==> config.mk <==
export PLATFORM = sky130hd
export DESIGN_NAME = imem_load_sequencer
export DESIGN_NICKNAME = d
export VERILOG_FILES = /design/src/rtl/imem_load_sequencer.sv
export SDC_FILE = /design/constraint.sdc
export NUM_CORES = 1
export LEC_CHECK = 0
export BUFFER_PORTS_ARGS = -buffer_cell sky130_fd_sc_hd__buf_2
export CAP_MARGIN = 10
export CELL_PAD_IN_SITES_DETAIL_PLACEMENT = 0
export CELL_PAD_IN_SITES_GLOBAL_PLACEMENT = 1
export CORE_MARGIN = 3
export CORE_UTILIZATION = 43
export CTS_BUF_LIST = sky130_fd_sc_hd__clkbuf_4 sky130_fd_sc_hd__clkbuf_8
export DETAILED_ROUTE_END_ITERATION = 6
export PLACE_DENSITY_LB_ADDON = 0.08
export SYNTH_ARGS = -nofsm -noshare
export SYNTH_HDL_FRONTEND = slang
export SYNTH_SLANG_ARGS = --single-unit
==> constraint.sdc <==
create_clock -name clk -period 5.1 [get_ports clk]
set_input_delay 0.51 -clock clk [delete_from_list [all_inputs] [get_ports clk]]
set_output_delay 0.51 -clock clk [all_outputs]
set_load 0.01 [all_outputs]
==> src/rtl/imem_load_sequencer.sv <==
// imem_load_sequencer
// Loads a host-supplied program into instruction memory starting at word 0,
// holds the CPU in reset while loading, then releases it to run. A reload
// request while running puts the CPU back into reset and starts over at
// address 0.
module imem_load_sequencer #(
  parameter int ADDR_W     = 5,
  parameter int DATA_W     = 32,
  parameter int RESET_HOLD = 2
) (
  input  logic              clk,
  input  logic              Reset_n,
  input  logic              load_req,
  input  logic              instr_valid,
  input  logic [DATA_W-1:0] instr_in,
  output logic              instr_ready,
  output logic              imem_we,
  output logic [ADDR_W-1:0] imem_addr,
  output logic [DATA_W-1:0] imem_wdata,
  output logic              cpu_reset,
  output logic              cpu_run,
  output logic              busy,
  output logic [ADDR_W:0]   instr_count,
  output logic              overflow
);

  localparam int DEPTH  = 2 ** ADDR_W;
  localparam int HOLD_W = (RESET_HOLD < 2) ? 1 : $clog2(RESET_HOLD);

  localparam logic [ADDR_W:0]   FULL_COUNT = (ADDR_W + 1)'(DEPTH);
  localparam logic [HOLD_W-1:0] HOLD_LAST  = HOLD_W'(RESET_HOLD - 1);

  localparam logic [2:0] ST_IDLE  = 3'd0;
  localparam logic [2:0] ST_LOAD  = 3'd1;
  localparam logic [2:0] ST_FLUSH = 3'd2;
  localparam logic [2:0] ST_HOLD  = 3'd3;
  localparam logic [2:0] ST_RUN   = 3'd4;

  logic [2:0]        state_reg;
  logic [2:0]        state_next;
  logic [ADDR_W:0]   count_reg;
  logic              overflow_reg;
  logic [HOLD_W-1:0] hold_cnt_reg;
  logic              we_reg;
  logic [ADDR_W-1:0] addr_reg;
  logic [DATA_W-1:0] wdata_reg;

  logic full;
  logic in_load;
  logic accept;
  logic enter_load;

  // Once count reaches DEPTH nothing more is accepted; there is no wrap.
  assign full       = (count_reg == FULL_COUNT);
  assign in_load    = (state_reg == ST_LOAD);
  assign accept     = in_load && instr_valid && !full;
  assign enter_load = (state_next == ST_LOAD) && !in_load;

  // Next-state decode for the load/run lifecycle.
  always_comb begin
    state_next = state_reg;
    case (state_reg)
      ST_IDLE:  if (load_req) state_next = ST_LOAD;
      ST_LOAD:  if (!load_req) state_next = ST_FLUSH;
      ST_FLUSH: state_next = ST_HOLD;
      ST_HOLD:  if (hold_cnt_reg == HOLD_LAST) state_next = ST_RUN;
      ST_RUN:   if (load_req) state_next = ST_LOAD;
      default:  state_next = ST_IDLE;
    endcase
  end

  // State register; reset drops straight to IDLE, abandoning any load.
  always_ff @(posedge clk or negedge Reset_n) begin
    if (!Reset_n) begin
      state_reg <= ST_IDLE;
    end else begin
      state_reg <= state_next;
    end
  end

  // Word counter and sticky overflow, both cleared on every entry to LOAD.
  always_ff @(posedge clk or negedge Reset_n) begin
    if (!Reset_n) begin
      count_reg    <= '0;
      overflow_reg <= 1'b0;
    end else if (enter_load) begin
      count_reg    <= '0;
      overflow_reg <= 1'b0;
    end else begin
      if (accept) begin
        count_reg <= count_reg + (ADDR_W + 1)'(1);
      end
      if (in_load && instr_valid && full) begin
        overflow_reg <= 1'b1;
      end
    end
  end

  // Counts HOLD cycles so cpu_reset stays asserted for exactly RESET_HOLD of them.
  always_ff @(posedge clk or negedge Reset_n) begin
    if (!Reset_n) begin
      hold_cnt_reg <= '0;
    end else if ((state_reg == ST_HOLD) && (state_next == ST_HOLD)) begin
      hold_cnt_reg <= hold_cnt_reg + HOLD_W'(1);
    end else begin
      hold_cnt_reg <= '0;
    end
  end

  // Registered write port: an accepted beat is written on the following cycle.
  always_ff @(posedge clk or negedge Reset_n) begin
    if (!Reset_n) begin
      we_reg    <= 1'b0;
      addr_reg  <= '0;
      wdata_reg <= '0;
    end else begin
      we_reg <= accept;
      if (accept) begin
        addr_reg  <= count_reg[ADDR_W-1:0];
        wdata_reg <= instr_in;
      end
    end
  end

  assign instr_ready = in_load && !full;
  assign imem_we     = we_reg;
  assign imem_addr   = addr_reg;
  assign imem_wdata  = wdata_reg;
  assign cpu_reset   = (state_reg != ST_RUN);
  assign cpu_run     = (state_reg == ST_RUN);
  assign busy        = in_load || (state_reg == ST_FLUSH) || (state_reg == ST_HOLD);
  assign instr_count = count_reg;
  assign overflow    = overflow_reg;

endmodule

# Word-level counts from Yosys, hierarchy flattened
# Index checks and enable logic that the tools add are counted.
# classes
n_addsub	2
eq_ne	8
n_mux	9
reduce_logical	14
# op_table
cell	n
$mux W6	2
$pmux W3 S4	1
$eq A3 B2 Y1 const B	3
$mux W3	3
$add A6 B1 Y6 const B	1
$eq A3 B1 Y1 const B	2
$eq A6 B6 Y1 const B	1
$logic_and A1 B1 Y1	6
$reduce_bool A2 Y1	2
$eq A3 B3 Y1 const B	1
$logic_not A3 Y1	1
$mux W1	3
$ne A3 B3 Y1 const B	1
$logic_not A1 Y1	2
$logic_or A1 B1 Y1	2
$reduce_or A2 Y1	1
$add A1 B1 Y1 const B	1
# word_totals
reg_bits	49
inputBits	36
out_inout_bits	49
elab_cells	40

# Depth between registers and ports, before layout
# logic_depth
depth_word	6
mapped_depth	6
depth_no_buf	5

# Worst setup path after synthesis
# Ideal clock, no wire load.
# synth_path
path_kind	flip-flop to output port
start	register count_reg[0] (netlist: instr_count[0])
end	output instr_ready
arrival_time_ns	1.619
required_ns	4.590
slack_ns	2.971
path_stages_with_launch	5
path_buffers	0
path_cell_list	dfrtp_1 -> inv_1 -> ha_1 -> and4bb_4 -> a2111oi_0
# synth_between
elab_chain_len	3
# synth_rtl
element	line_no	rtl
from (decl)	41	logic [ADDR_W:0] count_reg;
from (signal assigned)	91	count_reg <= count_reg + (ADDR_W + 1)'(1);
$eq A6 B6 Y1	54	assign full = (count_reg == FULL_COUNT);
$logic_not A1 Y1	125	assign instr_ready = in_load && !full;
$logic_and A1 B1 Y1	125	
to (decl)	16	output logic instr_ready,
# Every way passes these cells.

# Worst setup path in the final report
# Ends and elaborated chain as after synthesis.

==> flow_metrics.tcl <==
set metrics [dict create \
    outcome "completed" \
    maxCapViolations 0 \
    post-synth-top-count-cell "dfrtp_1" \
    ys_ff_latch 49 \
    whs_ns 0.405 \
    port_buffers 84 \
    ctsResizeCount 0 \
    nets 266 \
    syn-instance-count 145 \
    grt_pass1_vias 1480 \
    cp-start-kind "flop" \
    gr-total-overflow 0 \
    synthTopCellsByArea "dfrtp_1 (56%), mux2_4 (25%), buf_6 (2.1%)" \
    syn_avg_cell_area_um2 15.2 \
    yosys.area.top_type_share_pct 55.8 \
    max_freq_mhz 431 \
    dieArea_um2 6000 \
    fin_ws_ns 2.78 \
    die_w_um 77.5 \
    cts_sinks 49 \
    synth_edf_count 0 \
    place_ws_ns 3.09 \
    vias 1431 \
    antennaDiodeCount 0 \
    yosys_warnings 0 \
    end_kind "output pin" \
    first_pass_iters 4 \
    yosysSeqAreaShare_pct 55.8 \
    worstPathArrival_ns 1.81 \
    relSlewSlack_pct 28.0 \
    initial_core_util_pct 45.6 \
    antenna_found_initial 0 \
    grt_pass1_wl_um 7420 \
    cts_hold_buffers 0 \
    fin_tns_setup_ns 0 \
    root_buffer "clkbuf_8" \
    crit_type "reg2out" \
    wl_um 4490 \
    cts.path.max_buffers 2 \
    clock_latency_ns 0.29 \
    wire_per_inst_um 15.2 \
    die_y_um 77.5 \
    ys_types 31 \
    ir_drop_v 0.000274 \
    area_growth_pct 25.6 \
    avgViaCountPerCell 4.83 \
    drcViolationCount 0 \
    gr-usage-all-layers_pct 15.4 \
    tightestPinTransition_ns 1.08 \
    htreeDepth 2 \
    crit_fanout 8 \
    largest_reg_flops 32 \
    post_cts_buffers 0 \
    synth_common_cells "dfrtp_1 (49), mux2_4 (36), inv_1 (8), nand2_1 (5), nor2_1 (5)" \
    pin_count 85 \
    yosysTopAreaCell "dfrtp_1" \
    gp_congestion 0.817 \
    synthesis.nets 183 \
    drtIter0Drc 53 \
    min_period_ns 2.32 \
    grt_max_degree 50 \
    num_rows 25 \
    crit_required_ns 4.59 \
    finalClockSkew_ns 0.00457 \
    drive_above_1_share_pct 57.6 \
    pwr_density_cell_nw_per_um2 618 \
    hold_viol 0 \
    core_um2 4820 \
    slew_viol_final 0 \
    period_share_pct 45.5 \
    async_reset_ff_share_pct 100 \
    clkTransAtPathRegs_ns 0.09 \
    detailedPlacementHpwl_um 3120 \
    tritoncts "built" \
    cts_buffers 5 \
    drtAntennaViolNets 0 \
    synthFlopType "dfrtp_1" \
    p_leak_nw 1.50 \
    grt_setup_unrepaired "false" \
    syn_area_um2 2200 \
    setup_viol 0 \
    hold_path.class "in2async" \
]
==> final timing paths <==
check,cells past startpoint,endpoint,from,slack (ns)
worst max-delay path,5,instr_ready,instr_count[0]$_DFFE_PN0P_,2.78
worst min-delay path,1,imem_wdata[31]$_DFFE_PN0P_,Reset_n,0.41
worst max register to register,5,imem_wdata[19]$_DFFE_PN0P_,instr_count[0]$_DFFE_PN0P_,3.07
worst min register to register,1,hold_cnt_reg$_DFF_PN0_,hold_cnt_reg$_DFF_PN0_,0.46
max in group asynchronous,1,imem_wdata[18]$_DFFE_PN0P_,Reset_n,4.03
min in group clk,2,imem_wdata[13]$_DFFE_PN0P_,instr_in[13],0.44
==> critical path, cell delays in order, from the launching register on <==
cell,delay (ns)
dfrtp_1,0.48
inv_1,0.07
ha_1,0.19
and4bb_4,0.21
a2111oi_0,0.37
buf_2,0.20
==> area by class of cell <==
type	instances	area (um^2)
Fill cell	414	2060
Timing Repair Buffer	84	420
Clock inverter	2	37.5
Tap cell	67	83.8
Multi-Input combinational cell	80	878
Sequential cell	49	1230
Clock buffer	6	82.6
Inverter	8	30.0
==> metrics by stage <==
stage | cell area (um^2) | power (mW) | std cells | util, %
after floorplan | 2200 | 1.19 | 145 | -
after global placement | 2640 | 1.41 | 288 | 54.8
after detailed placement | 2640 | 1.43 | 288 | 54.8
after CTS | 2760 | 1.73 | 296 | 57.3
after global routing | 2760 | 1.81 | 296 | 57.3
final | 2760 | 1.70 | 296 | 57.3
==> metal layers <==
| layer | vias up | wire length (um) | track usage [%] |
|---|---|---|---|
| li1 | 680 | - | - |
| met1 | 688 | 2090 | 21.3 |
| met2 | 56 | 2070 | 23.9 |
| met3 | 7 | 274 | 3.25 |
| met4 | 0 | 57 | 5.34 |
| met5 | - | 0 | 0 |
==> cell families after synthesis <==
| group | Yosys count | synth area share, % |
|---|---|---|
| AOI/OAI and AO/OA | 14 | 5.07 |
| adders and majority gates | 2 | 1.14 |
| buffers and inverters | 16 | 4.21 |
| DFF | 49 | 55.8 |
| muxes | 39 | 26.0 |
| and+or+nand+nor | 25 | 7.80 |
==> where the power goes <==
part,switching (mW),internal (mW),total [mW]
combinational,0.311,0.423,0.733
sequential,0.125,0.559,0.684
clock,0.128,0.160,0.288
==> placed cells by master, fill, tap and decap left out, drive strengths merged, types with 2 or more instances in the layout <==
cell type  count
a22o           2
mux2          36
mux2i          3
nand4          2
nor3b          2
ha             2
nand2b         3
inv            8
dfrtp         49
buf           84
nand2          5
and4bb         2
a21oi          2
clkbuf         6
o21ai          2
nand3          2
nor2           5
(Power assumes the default switching activity.)
